## src/rtl/mdio_phy_responder.sv

```systemverilog
// Clause 22 MDIO slave emulating an 88E1111-style PHY register map.
// MDC/MDIO are oversampled in the clk domain; reads answer from a snapshot taken at REGAD end.
module mdio_phy_responder #(
  parameter logic [4:0]  PHY_ADDR     = 5'h01,
  parameter logic [15:0] PHY_ID1      = 16'h0141,
  parameter logic [15:0] PHY_ID2      = 16'h0CC2,
  parameter logic [15:0] CTRL_RST_VAL = 16'h1140
) (
  input  logic        clk,
  input  logic        rst,
  input  logic        mdc,
  input  logic        mdio_i,
  output logic        mdio_o,
  output logic        mdio_oe,
  input  logic        link_up,
  input  logic [1:0]  speed,
  output logic [15:0] ctrl_reg,
  output logic        soft_rst
);

  typedef enum logic {HUNT, FRAME} state_t;

  state_t      state;
  logic [1:0]  mdc_sync;
  logic        mdc_hist;
  logic [1:0]  mdio_sync;
  logic [5:0]  ones;
  logic [4:0]  bit_idx;
  logic        op_hi;
  logic        is_read;
  logic        hit;
  logic [4:0]  phyad;
  logic [4:0]  regad;
  logic [15:0] shreg;
  logic [15:0] ctrl_q;

  logic        rise;
  logic        fall;
  logic        mdio_bit;
  logic [4:0]  regad_next;
  logic [15:0] wr_word;

  function automatic logic [15:0] read_word(input logic [4:0] ra, input logic [15:0] ctrl,
                                            input logic lk, input logic [1:0] sp);
    logic [15:0] w;
    w = 16'h0000;
    case (ra)
      5'd0:  w = {1'b0, ctrl[14:0]};
      5'd1:  begin
               w    = 16'h7949;
               w[5] = lk;
               w[2] = lk;
             end
      5'd2:  w = PHY_ID1;
      5'd3:  w = PHY_ID2;
      5'd17: w = {sp, 1'b1, 1'b0, lk, lk, 10'b0};
      default: w = 16'h0000;
    endcase
    return w;
  endfunction

  // Idle-high reset values so leaving reset never fakes an MDC rising edge.
  always_ff @(posedge clk or posedge rst) begin
    if (rst) begin
      mdc_sync  <= 2'b11;
      mdc_hist  <= 1'b1;
      mdio_sync <= 2'b11;
    end else begin
      mdc_sync  <= {mdc_sync[0], mdc};
      mdc_hist  <= mdc_sync[1];
      mdio_sync <= {mdio_sync[0], mdio_i};
    end
  end

  assign rise       = mdc_sync[1] & ~mdc_hist;
  assign fall       = ~mdc_sync[1] & mdc_hist;
  assign mdio_bit   = mdio_sync[1];
  assign regad_next = {regad[3:0], mdio_bit};
  assign wr_word    = {shreg[14:0], mdio_bit};
  assign ctrl_reg   = ctrl_q;

  // Frame decode runs on MDC rises; bus drive changes only on MDC falls.
  always_ff @(posedge clk or posedge rst) begin
    if (rst) begin
      state    <= HUNT;
      ones     <= 6'd0;
      bit_idx  <= 5'd0;
      op_hi    <= 1'b0;
      is_read  <= 1'b0;
      hit      <= 1'b0;
      phyad    <= 5'd0;
      regad    <= 5'd0;
      shreg    <= 16'h0000;
      ctrl_q   <= CTRL_RST_VAL;
      soft_rst <= 1'b0;
      mdio_o   <= 1'b0;
      mdio_oe  <= 1'b0;
    end else begin
      soft_rst <= 1'b0;
      if (rise) begin
        case (state)
          HUNT: begin
            if (mdio_bit) begin
              if (ones != 6'd32) ones <= ones + 6'd1;
            end else if (ones == 6'd32) begin
              state   <= FRAME;
              bit_idx <= 5'd1;
              ones    <= 6'd0;
            end else begin
              ones <= 6'd0;
            end
          end
          FRAME: begin
            bit_idx <= bit_idx + 5'd1;
            if (bit_idx == 5'd1) begin
              if (!mdio_bit) begin
                state   <= HUNT;
                bit_idx <= 5'd0;
              end
            end else if (bit_idx == 5'd2) begin
              op_hi <= mdio_bit;
            end else if (bit_idx == 5'd3) begin
              is_read <= op_hi & ~mdio_bit;
              if (op_hi == mdio_bit) begin
                state   <= HUNT;
                bit_idx <= 5'd0;
              end
            end else if (bit_idx <= 5'd8) begin
              phyad <= {phyad[3:0], mdio_bit};
            end else if (bit_idx <= 5'd13) begin
              regad <= regad_next;
              if (bit_idx == 5'd13) begin
                hit   <= (phyad == PHY_ADDR);
                shreg <= read_word(regad_next, ctrl_q, link_up, speed);
              end
            end else if (bit_idx >= 5'd16) begin
              if (!is_read) shreg <= wr_word;
              if (bit_idx == 5'd31) begin
                state   <= HUNT;
                bit_idx <= 5'd0;
                if (hit && !is_read && regad == 5'd0) begin
                  if (wr_word[15]) begin
                    ctrl_q   <= CTRL_RST_VAL;
                    soft_rst <= 1'b1;
                  end else begin
                    ctrl_q <= {1'b0, wr_word[14:0]};
                  end
                end
              end
            end
          end
          default: state <= HUNT;
        endcase
      end
      if (fall) begin
        if (state == HUNT) begin
          mdio_oe <= 1'b0;
          mdio_o  <= 1'b0;
        end else if (hit && is_read) begin
          if (bit_idx == 5'd15) begin
            mdio_oe <= 1'b1;
            mdio_o  <= 1'b0;
          end else if (bit_idx >= 5'd16) begin
            mdio_o <= shreg[15];
            shreg  <= {shreg[14:0], 1'b0};
          end
        end
      end
    end
  end

endmodule
```

## config.mk

```make
export PLATFORM = sky130hd
export DESIGN_NAME = mdio_phy_responder
export DESIGN_NICKNAME = d
export VERILOG_FILES = /design/src/rtl/mdio_phy_responder.sv
export SDC_FILE = /design/constraint.sdc
export NUM_CORES = 1
export LEC_CHECK = 0
export BUFFER_PORTS_ARGS = -buffer_cell sky130_fd_sc_hd__buf_2
export CORE_MARGIN = 2
export CORE_UTILIZATION = 40
export DETAILED_ROUTE_END_ITERATION = 8
export MAX_ROUTING_LAYER = met4
export PLACE_DENSITY = 0.55
export SYNTH_ARGS = -nofsm -noshare
export SYNTH_HDL_FRONTEND = slang
export SYNTH_SLANG_ARGS = --single-unit
```

## constraint.sdc

```tcl
create_clock -name clk -period 4.3 [get_ports clk]
set_clock_uncertainty 0.15 [all_clocks]
set_input_delay 0.645 -clock clk [delete_from_list [all_inputs] [get_ports clk]]
set_output_delay 0.645 -clock clk [all_outputs]
set_load 0.1 [all_outputs]
```

==> impl_metrics.py <==
metrics = {
    "layout": {
        "synthToLayoutAreaGrowth_pct": 10.1,
        "nFillCells": 921,
        "drive_above_1_share_pct": 17.3,
        "design_area_um2": 4200,
        "antenna_cells": 0,
        "largest_reg_flops": 16,
        "nNetsFinal": 450,
    },
    "logic_synthesis": {
        "synth_fa_ha_area_share_pct": 2.95,
        "yosys_warnings": 0,
        "synth_area_leaders": "dfrtp_1, nand2_1, dfstp_2, mux2_2, a21oi_1",
        "yosysTopAreaCell": "dfrtp_1",
        "yosys.area_share.simple_pct": 24.0,
        "async_flop_share_pct": 100,
        "synth_top_family_by_area": "simple AND/OR/NAND/NOR gates",
        "synthCells": 423,
        "syn_area_um2": 3810,
        "synth_flop_cell": "dfrtp_1",
        "synthMuxAreaShare_pct": 6.83,
        "avgSynthCellArea_um2": 9.01,
        "synth_enable_flop_cells": 0,
        "synth_nets": 439,
        "yosys.area_share.xor_xnor_pct": 0.230,
        "synth_compound_area_share_pct": 18.4,
        "synth.distinct_cells": 64,
        "synth_top_cell_area_share_pct": 36.8,
        "ys_seq_area_share_pct": 42.3,
        "ys_ff_latch": 64,
    },
    "sta": {
        "fin_crit_sh_pct": 64.9,
        "tightestPinTransition_ns": 0.879,
        "rsz0062_at_grt": "no",
        "relSlewSlack_pct": 41.2,
        "drv_slew": 0,
        "finalCriticalPeriod_ns": 2.79,
        "setup_violations": 0,
        "fin_tns_setup_ns": 0,
        "max_clock_freq_mhz": 358,
        "hold_viol": 0,
    },
    "cts": {
        "holdBufCountCts": 0,
        "post_cts_buffers": 0,
        "clock_sinks": 64,
        "clockRootBuffer": "clkbuf_8",
        "htreeDepth": 3,
        "cts_buffers": 9,
        "cts_buffer_depth": 2,
        "cts-resized-gates": 0,
        "cts_tree": "yes",
        "path_clk_slew_ns": 0.07,
        "clock_latency_ns": 0.34,
    },
    "min_path": {
        "hold_path_class": "register to register",
    },
    "setup_path": {
        "cp_slowest_cell": "dfrtp_1",
        "critPathMaxStageDelay_ns": 0.62,
        "crit_arrival_ns": 2.87,
        "worstSetupPathType": "register to register",
        "cp.required_ns": 4.38,
        "worstPathMaxFanout": 17,
        "critical_path.cell_chain": "inv_1, ha_1, nor2b_1, and3_1, a21oi_1, a22o_1, a21o_1",
        "critPathCaptureType": "register",
        "worstSetupStartpointType": "register",
    },
    "power_and_ir_drop": {
        "power_density_nw_per_um2": 309,
        "ir_drop_v": 0.000149,
        "p_leak_nw": 2.00,
    },
    "flow_run": {
        "maxCapViolations": 0,
    },
    "floorplanning": {
        "fp.dieW_um": 102,
        "chipHeight_um": 102,
        "die-area_um2": 10300,
        "initial_core_util_pct": 41.2,
        "rows": 35,
        "ios": 26,
        "core-area_um2": 9240,
    },
    "drt": {
        "wl_per_cell_um": 17.6,
        "drt_iter0_markers": 190,
        "drc": 0,
        "final_antenna_net_count": 0,
        "viasPerCell": 5.71,
        "routed_wirelength_um": 10000,
        "drtPass1Iterations": 5,
        "num_vias": 3241,
    },
    "placed_design": {
        "io_buffers": 24,
        "gp_congestion": 0.901,
        "dpl.hpwl_um": 7010,
        "placed_area_um2": 3970,
    },
    "global_route": {
        "grt_pass1_wl_um": 16200,
        "grt_use_total_pct": 21.1,
        "antenna_found_initial": 0,
        "grt_remaining_overflow": 0,
        "grt_pass1_vias": 3026,
        "grt_max_degree": 40,
    },
    "status": {
        "status": "completed",
    },
}
-- metrics by stage --
stage | std cells | setup slack, ns | total power, mW | hold slack [ns] | util (%)
3_3_place_gp | 552 | 1.65 | 0.710 | 0.200 | 42.9
6_report | 568 | 1.51 | 1.30 | 0.207 | 45.4
5_1_grt | 568 | 1.37 | 1.35 | 0.212 | 45.4
2_1_floorplan | 423 | 1.92 | 0.693 | 0.195 | -
3_5_place_dp | 552 | 1.57 | 0.712 | 0.197 | 42.9
4_1_cts | 568 | 1.55 | 1.31 | 0.208 | 45.4
-- placed cells by master, fill, tap and decap left out, types with 11 or more instances in the layout --
master / synthesis / routed
a21oi_1: 25 / 25
buf_2: 11 / 24
clkbuf_8: 0 / 11
dfrtp_1: 56 / 56
inv_1: 14 / 13
mux2_2: 16 / 16
nand2_1: 71 / 71
nand3_1: 25 / 25
nand3b_1: 12 / 12
nor2_1: 23 / 23
o21ai_0: 25 / 25
-- cell usage after synthesis (5+ instances only) --
master / n
nand2_1: 71
dfrtp_1: 56
a21oi_1: 25
nand3_1: 25
o21ai_0: 25
nor2_1: 23
mux2_2: 16
inv_1: 14
nand3b_1: 12
buf_2: 11
clkbuf_1: 9
ha_1: 9
nor3_1: 9
dfstp_2: 8
mux2i_1: 8
and3_1: 6
o2111ai_1: 6
a21o_1: 5
o211ai_1: 5
-- report_power, final --
part	switching, mW	internal, mW	leakage, nW	total [mW]
registers	0.0218	0.619	0.841	0.640
clock network	0.239	0.359	0.113	0.598
logic	0.0390	0.0203	1.04	0.0594
total	0.300	0.998	2.00	1.30
-- layout make-up --
type	instances	area, um2	area share, %
clock inverter	4	76.3	1.82
inverter	14	52.6	1.25
clock buffer	12	155	3.70
sequential	64	1610	38.4
multi-input combinational	318	2000	47.6
timing repair buffer	27	143	3.40
tap	129	161	3.85
-- logic make-up (layout without fill, tap and decap cells) --
group	Yosys count	count (layout)
AOI/OAI and AO/OA	105	105
xor gates and xnor gates	1	1
adders and majority gates	9	9
buffers and inverters	41	57
DFF	64	64
muxes	24	24
other	1	1
and+or+nand+nor	178	178
-- metal layers --
metal | vias to the layer above | track usage, % | wire length (um)
li1 | 1548 | - | -
met5 | - | - | 0
met2 | 107 | 30.5 | 4400
met4 | 0 | 5.72 | 89
met1 | 1577 | 30.5 | 5040
met3 | 9 | 3.66 | 466
-- critical path, delay by kind of cell, from the launching register on --
kind            cells  cell delay (ns)
compound gates      3             0.57
fa+ha+maj           1             0.28
buf+inv             1             0.27
flops               1             0.62
simple gates        2             0.79
-- path summary, 6_finish.rpt --
| check | from | to | slack (ns) | depth (start not counted) |
|---|---|---|---|---|
| worst max-delay path | bit_idx[4] | shreg[10] | 1.51 | 7 |
| worst min-delay path | mdio_sync[0] | mdio_sync[1] | 0.21 | 0 |
| worst max register to register | bit_idx[4] | shreg[10] | 1.51 | 7 |
| worst min register to register | mdio_sync[0] | mdio_sync[1] | 0.21 | 0 |
| max in group asynchronous | rst | ctrl_reg[6] | 2.76 | 3 |
| min in group asynchronous | rst | ones[4] | 0.32 | 2 |
Power figures use the tool's default switching activity.
